==> src/rtl/aes_pkg.sv <==
// Shared definitions for the byte-serial AES wrapper: block geometry and controller states.
package aes_pkg;

    localparam int BLOCK_BYTES = 16;
    localparam int BLOCK_BITS  = 128;

    typedef enum logic [1:0] {
        COLLECT,
        WAIT,
        EMIT
    } state_e;

endpackage

==> src/rtl/aes_shift16.sv <==
// 16-byte register that can be parallel-loaded or shifted left by one byte per cycle.
// OUT_BITS selects how many of the most significant bits are exposed.
module aes_shift16
    import aes_pkg::*;
#(
    parameter int OUT_BITS = BLOCK_BITS
) (
    input  logic                  clk,
    input  logic                  rst,
    input  logic                  load_i,
    input  logic [BLOCK_BITS-1:0] load_data_i,
    input  logic                  shift_i,
    input  logic [7:0]            shift_byte_i,
    output logic [OUT_BITS-1:0]   data_o
);

    logic [BLOCK_BITS-1:0] data_q;
    logic [BLOCK_BITS-1:0] data_d;

    // A load wins over a shift; the controller never requests both at once.
    always_comb begin
        data_d = data_q;
        if (load_i) begin
            data_d = load_data_i;
        end else if (shift_i) begin
            data_d = {data_q[BLOCK_BITS-9:0], shift_byte_i};
        end
    end

    always_ff @(posedge clk) begin
        if (rst) begin
            data_q <= '0;
        end else begin
            data_q <= data_d;
        end
    end

    assign data_o = data_q[BLOCK_BITS-1 -: OUT_BITS];

endmodule

==> src/rtl/aes_byte_ctrl.sv <==
// Byte-stream front end for a combinational AES core: collects 16 bytes, lets the core
// settle for WAIT_CYCLES, then serialises the 16 result bytes with valid/ready flow control.
module aes_byte_ctrl
    import aes_pkg::*;
#(
    parameter int WAIT_CYCLES = 2
) (
    input  logic                  clk,
    input  logic                  rst,
    input  logic [7:0]            in_byte,
    input  logic                  in_valid,
    output logic                  in_ready,
    output logic [BLOCK_BITS-1:0] aes_din,
    input  logic [BLOCK_BITS-1:0] aes_dout,
    output logic [7:0]            out_byte,
    output logic                  out_valid,
    input  logic                  out_ready,
    output logic                  busy
);

    state_e     state_q, state_d;
    logic [3:0] cnt_q, cnt_d;
    logic [3:0] wcnt_q, wcnt_d;
    logic       inFire;
    logic       outFire;
    logic       capture;

    assign in_ready  = (state_q == COLLECT) && !rst;
    assign out_valid = (state_q == EMIT);
    assign busy      = (state_q != COLLECT);
    assign inFire    = in_valid && in_ready;
    assign outFire   = out_valid && out_ready;

    always_comb begin
        state_d = state_q;
        cnt_d   = cnt_q;
        wcnt_d  = wcnt_q;
        capture = 1'b0;
        case (state_q)
            COLLECT: begin
                if (inFire) begin
                    if (cnt_q == 4'(BLOCK_BYTES - 1)) begin
                        state_d = WAIT;
                        cnt_d   = '0;
                        wcnt_d  = '0;
                    end else begin
                        cnt_d = cnt_q + 4'd1;
                    end
                end
            end
            WAIT: begin
                wcnt_d = wcnt_q + 4'd1;
                // The core is purely combinational, so its output is trusted only after the settle window.
                if (wcnt_q == 4'(WAIT_CYCLES - 1)) begin
                    capture = 1'b1;
                    state_d = EMIT;
                    cnt_d   = '0;
                end
            end
            EMIT: begin
                if (outFire) begin
                    if (cnt_q == 4'(BLOCK_BYTES - 1)) begin
                        state_d = COLLECT;
                        cnt_d   = '0;
                    end else begin
                        cnt_d = cnt_q + 4'd1;
                    end
                end
            end
            default: begin
                state_d = COLLECT;
                cnt_d   = '0;
            end
        endcase
    end

    always_ff @(posedge clk) begin
        if (rst) begin
            state_q <= COLLECT;
            cnt_q   <= '0;
            wcnt_q  <= '0;
        end else begin
            state_q <= state_d;
            cnt_q   <= cnt_d;
            wcnt_q  <= wcnt_d;
        end
    end

    aes_shift16 #(
        .OUT_BITS(BLOCK_BITS)
    ) u_in_sr (
        .clk         (clk),
        .rst         (rst),
        .load_i      (1'b0),
        .load_data_i ('0),
        .shift_i     (inFire),
        .shift_byte_i(in_byte),
        .data_o      (aes_din)
    );

    aes_shift16 #(
        .OUT_BITS(8)
    ) u_out_sr (
        .clk         (clk),
        .rst         (rst),
        .load_i      (capture),
        .load_data_i (aes_dout),
        .shift_i     (outFire),
        .shift_byte_i(8'h00),
        .data_o      (out_byte)
    );

endmodule

==> config.mk <==
export PLATFORM = sky130hd
export DESIGN_NAME = aes_byte_ctrl
export DESIGN_NICKNAME = d
export VERILOG_FILES = /design/src/rtl/aes_pkg.sv /design/src/rtl/aes_shift16.sv /design/src/rtl/aes_byte_ctrl.sv
export SDC_FILE = /design/constraint.sdc
export NUM_CORES = 1
export LEC_CHECK = 0
export BUFFER_PORTS_ARGS = -buffer_cell sky130_fd_sc_hd__buf_2
export CORE_ASPECT_RATIO = 1.4
export CORE_MARGIN = 2
export CORE_UTILIZATION = 30
export DETAILED_ROUTE_END_ITERATION = 6
export GPL_TIMING_DRIVEN = 0
export PLACE_DENSITY = 0.48
export REMOVE_ABC_BUFFERS = 1
export SLEW_MARGIN = 20
export SYNTH_ARGS = -nofsm -noshare
export SYNTH_HDL_FRONTEND = slang
export SYNTH_SLANG_ARGS = --single-unit
==> constraint.sdc <==
create_clock -name clk -period 2.1 [get_ports clk]
set_clock_uncertainty 0.15 [all_clocks]
set_input_delay 0.105 -clock clk [delete_from_list [all_inputs] [get_ports clk]]
set_output_delay 0.105 -clock clk [all_outputs]
set_load 0.02 [all_outputs]
## After elaboration in Yosys (flattened, before gate mapping)

Cells that the tools add are included.

- Eq/ne operators: 9
- Reductions and logical operators: 11
- Mux-type cells: 18
- Add/sub/neg operators: 2

Operators with widths:

| operator | number |
|---|---|
| 128-bit two-way mux | 2 |
| 4-bit two-way mux | 6 |
| 4-bit case mux with 3 select lines | 1 |
| 2-bit two-way mux | 5 |
| 4-bit by 1-bit adder with 4-bit output, second input constant | 2 |
| 4-bit case mux with 2 select lines | 1 |
| 2-bit by 1-bit inequality test with 1-bit output, second input constant | 3 |
| 2-bit case mux with 3 select lines | 1 |
| 3-bit AND reduction | 2 |
| 2-bit nonzero test | 3 |
| 5-bit AND reduction | 1 |
| 4-bit by 1-bit == test with 1-bit output, second input constant | 1 |
| 4-bit == test, second input constant | 1 |
| 2-bit inequality test, second input constant | 2 |
| 1-bit logical AND | 3 |
| 2-bit by 1-bit == test with 1-bit output, second input constant | 1 |
| 2-bit == test, second input constant | 1 |
| 2-bit zero test | 1 |
| 1-bit two-way mux | 2 |
| 1-bit zero test | 1 |

- Output and inout bits: 139
- Register bits after elaboration: 266
- Input port bits: 140
- Word-level logic and storage cells: 45

## Depth between registers and ports, before layout

- Depth in word-level cells: 5
- Gate-level depth with buffers: 9
- Gate-level depth less buffers: 6

## Modules after synthesis

From an unflattened synthesis, not the netlist that was laid out.

- Cell total of the unflattened synthesis: 1221
- Area total of the unflattened synthesis: 14004.7 sq um

By module, submodules not included:

| module | area an instance (sq um) | sequential area each (sq um) | cells each | times used |
|---|---|---|---|---|
| aes_shift16 at u_out_sr | 6718.9 | 2562.5 | 577 | 1 |
| aes_shift16 at u_in_sr | 6658.9 | 2562.5 | 569 | 1 |
| aes_byte_ctrl | 626.9 | 200.2 | 75 | 1 |

## Worst setup path after synthesis

Ideal clock, no wire load.

- Path type: reg2reg
- Start point: register state_q[1]
- End point: register u_in_sr.data_q[53], in the netlist u_in_sr.data_o[53]
- Required time: 1.876 ns
- Setup time: 0.074 ns
- Arrival time: 1.521 ns
- Stages on the path, launching flop included: 10
- Path buffers: 5
- Clock period less this slack: 1.745 ns
- Path slack: 0.355 ns
- Cells stage by stage: dfxtp_1 > buf_6 > nor3_4 > and2_2 > buf_6 > buf_6 > buf_6 > buf_6 > nand2_1 > o21ai_0

- Cells in the longest elaborated chain, start to end: 3

Ends and longest elaborated chain:

| item | RTL line | source |
|---|---|---|
| start, declared | aes_byte_ctrl.sv:21 | `state_e state_q, state_d;` |
| start signal, assigned | aes_byte_ctrl.sv:83 | `state_q <= state_d;` |
| 2-bit zero test | aes_byte_ctrl.sv:28 | `assign in_ready = (state_q == COLLECT) && !rst;` |
| 1-bit logical AND | aes_byte_ctrl.sv:28 |  |
| named net in_ready | aes_byte_ctrl.sv:12 | `output logic in_ready,` |
| 1-bit logical AND | aes_byte_ctrl.sv:31 | `assign inFire = in_valid && in_ready;` |
| end signal, assigned | aes_shift16.sv:34 | `data_q <= data_d;` |
| end, declared | aes_shift16.sv:17 | `logic [BLOCK_BITS-1:0] data_q;` |

The timed path passes the listed nets, and every way through them passes these cells.
A chain may end at the register's enable or synchronous reset.

## Final worst setup path

- Start point: register state_q[0]
- End point: register u_out_sr.data_q[88]

- Cells in the longest elaborated chain, start to end: 3
- Elaborated cells on any way between the ends: 6
- Those cells by class: eq/ne: 2; mux: 2; reduce/logical: 2

Ends and longest elaborated chain:

| item | RTL line |
|---|---|
| 2-bit by 1-bit == test with 1-bit output or 2-bit == test (tied branches) | aes_byte_ctrl.sv:39, aes_byte_ctrl.sv:29 |
| 1-bit two-way mux or 1-bit logical AND (tied branches) | aes_byte_ctrl.sv:39, aes_byte_ctrl.sv:32 |
| 128-bit two-way mux or 2-bit nonzero test (tied branches) | -- |
| end signal, assigned | aes_shift16.sv:34 |
| end, declared | aes_shift16.sv:17 |

Several ways; a longest one is shown, not always the timed one.

==> run_results.csv <==
group,metric,value,unit
worst_setup_path,critPathBufInv,2,
route,drt_iter0_markers,640,
power,internal_power,8.58,mW
sta,fin_crit_sh,0.961,
hold_path,min_from,"in_byte[5]",
flow_run,cap_violations,0,
worst_setup_path,path_class,"reg2reg",
route,antenna_left,0,
clock_network,cts_sinks,266,
sta,setup_viol,0,
worst_setup_path,crit_family,"simple AND/OR/NAND/NOR gates",
power,p_leak,5.91,nW
place,numPortBuffers,278,
sta,hold_slack,0.148,ns
worst_setup_path,critPathLaunch,"state_q[0]$_SDFFE_PP0P_",
floorplan,start_util,0.303,
synthesis,synth_ff_type,"dfxtp_1",
route,vias_per_cell,4.77,
sta,postLayoutSetupSlackWorst,0.0820,ns
sta,hold_violations,0,
layout,fill_cells,3606,
layout,final_common_cell,"nand2_1",
worst_setup_path,reg2reg_setup_slack,0.08,ns
clock_network,cts-root-buf,"clkbuf_16",
place,gp_congestion,0.730,
sta,max_slew_margin,0.303,
worst_setup_path,critPathMaxFanout,46,
worst_setup_path,crit_path_end_kind,"register",
floorplan,die_w,164,um
grt,grtUsageTotal,0.173,
synthesis,ys_types,42,
worst_setup_path,cp.arrival,2.32,ns
worst_setup_path,max_stage_delay,0.39,ns
worst_setup_path,r2r-start,"state_q[0]$_SDFFE_PP0P_",
floorplan,fp.dieArea,37600,um2
grt,grt_pass1_wl,52.9,mm
floorplan,coreArea,35700,um2
worst_setup_path,reg2reg_to,"u_out_sr.data_q[88]$_SDFFE_PP0P_",
synthesis,synth_edf_count,0,
hold_path,hold_path_end,"u_in_sr.data_o[5]$_SDFFE_PP0P_",
place,hpwlAfterDp,18.9,mm
floorplan,io_pins,279,
clock_network,clkTransAtPathRegs,0.06,ns
worst_setup_path,cp_cell_sequence,"and2b_4 -> and2_4 -> buf_12 -> clkbuf_16 -> nand2_1 -> a311oi_1",
layout,final_cell_mix,"nand2_1, buf_2, dfxtp_1, dlygate4sd3_1, nand2b_1",
grt,antenna_found_initial,5,
sta,tightest_slew,1.04,ns
grt,grt-ovfl-total,0,
grt,grt_max_degree,122,
floorplan,num_rows,82,
synthesis,synth.cell_area,10800,um2
power,p_per_area,723,nW/um2
floorplan,die_h,229,um
place,post-place-ws,-0.606,ns
clock_network,cts_buffers,29,
sta,fin_crit,2.02,ns
grt,grt_pass1_vias,9998,
clock_network,clock_latency,0.55,ns
synthesis,synthCells,1342,
route,wirelength,34.1,mm
synthesis,ys_warn_count,0,
route,wl_per_cell,15.6,um
hold_path,hp-class,"in2reg",
synthesis,avgSynthCellArea,8.06,um2
sta,slew_viol_final,0,
route,drc,0,
power,total_power,11.0,mW
outcome,status,"completed",
synthesis,ys_seq_elements,266,
power,p_sw,2.43,mW
power,switching_share,0.221,
power,pwr-share-clk,0.472,
route,num_vias,10400,
worst_setup_path,startpoint_type,"register",
layout,area_growth,40.9,%
worst_setup_path,required,2.40,ns
synthesis,async_flop_share,0,
hold_path,hold_depth,4,
power,p_seq_frac,0.463,
power,combPwrFrac,0.065,
layout,drive_gt1_frac,0.217,
worst_setup_path,crit_slowest_cell,"dfxtp_2",
sta,fmax,496,MHz
worst_setup_path,r2r_cells,6,
power,vdd_ir_drop_max,705,uV
synthesis,yosysSeqAreaShare,0.492,
layout,finish.utilization,0.427,
route,drt-pass1-iter-count,5,
layout,nets,1844,
clock_network,h-tree-depth,1,
clock_network,clockBufferDepth,3,
clock_network,cts_tree,"built",
-- metal layers --
layer | vias to the layer above | share of wire | wire length (um) | global-route usage
li1 | 5239 | - | - | -
met2 | 275 | 0.49 | 16800 | 0.299
met5 | - | 0 | 0 | 0
met3 | 57 | 0.054 | 1850 | 0.0285
met1 | 4861 | 0.42 | 14500 | 0.213
met4 | 0 | 0.029 | 1010 | 0.0630
-- synth_stat cells (all sizes together) (2+ instances only) --
library cell,n,area share
nand2,380,0.13
dfxtp,266,0.49
o21ai,132,0.061
nand2b,131,0.076
nor2,130,0.045
a311oi,119,0.096
buf,82,0.045
clkbuf,41,0.014
a21oi,16,0.0074
nand3,11,0.0051
and2,3,0.0020
ha,3,0.0035
nor3,3,0.0024
and2b,2,0.0017
and3,2,0.0012
inv,2,0.00069
mux2i,2,0.0019
-- through the flow --
| stage | area [um2] | TNS [ns] | std cells |
|---|---|---|---|
| floorplan | 10200 | -345.45 | 1219 |
| global placement | 12100 | -901.27 | 1959 |
| detailed placement | 12500 | -48.54 | 1971 |
| CTS | 15100 | 0 | 2180 |
| global route | 15200 | -0.00354 | 2187 |
| finish | 15200 | 0 | 2189 |
-- final cells by class --
class	instances	area, um2	area share
Sequential cell	266	5330	0.350
Multi-Input combinational cell	955	4960	0.326
Antenna cell	6	15.0	0.000985
Timing Repair Buffer	447	3380	0.222
Clock inverter	6	80.1	0.00526
Clock buffer	45	886	0.0581
Tap cell	462	578	0.0379
Inverter	2	7.51	0.000493
-- sequential cells by signal, indices dropped and copies added, names as in the netlist --
signal / flops
state_q: 2
wcnt_q: 4
u_out_sr.data_q: 128
u_in_sr.data_o: 128
cnt_q: 4
-- worst reg2reg max path: stages (launching register included) --
cell       delay (ns)
dfxtp_2          0.39
and2b_4          0.34
and2_4           0.19
buf_12           0.23
clkbuf_16        0.28
nand2_1          0.07
a311oi_1         0.27
-- power groups by stage --
stage	Clock (mW)	Combinational, mW	Sequential [mW]
floorplan	0	0.118	5.24
global placement	0	0.429	5.21
detailed placement	0	0.451	5.21
CTS	5.42	0.713	5.10
global route	5.59	0.773	5.10
finish	5.20	0.717	5.10
-- repair_timing --
item / in CTS / in global routing
endpoints found under the hold margin: 174 / 0
setup endpoints to repair: 167 / 127
gates resized for setup: 5 / 16
gates cloned: 7 / 4
pin swaps: 3 / 0
hold buffers: 144 / 0
setup buffers: 7 / 0
-- cells by family (layout without fill, tap and decap cells) --
| family | count (synthesis) | count (layout) | share of synthesized area |
|---|---|---|---|
| simple gates | 672 | 676 | 0.273 |
| other cells | 0 | 6 | 0 |
| fa+ha+maj | 3 | 3 | 0.00347 |
| mux | 2 | 2 | 0.00185 |
| buf+inv | 125 | 500 | 0.0602 |
| compound gates | 274 | 274 | 0.170 |
| flops | 266 | 266 | 0.492 |
-- how the worst max path moves through the flow --
stage	slack [ns]	end	cells after the start
floorplan	-1.38	u_out_sr.data_q[100]$_SDFFE_PP0P_	5
global placement	-4.01	u_in_sr.data_o[3]$_SDFFE_PP0P_	4
detailed placement	-0.61	u_in_sr.data_o[9]$_SDFFE_PP0P_	9
CTS	0.009	u_in_sr.data_o[9]$_SDFFE_PP0P_	7
global route	-0.004	u_out_sr.data_q[93]$_SDFFE_PP0P_	7
finish	0.08	u_out_sr.data_q[88]$_SDFFE_PP0P_	6
Power figures use the tool's default switching activity.
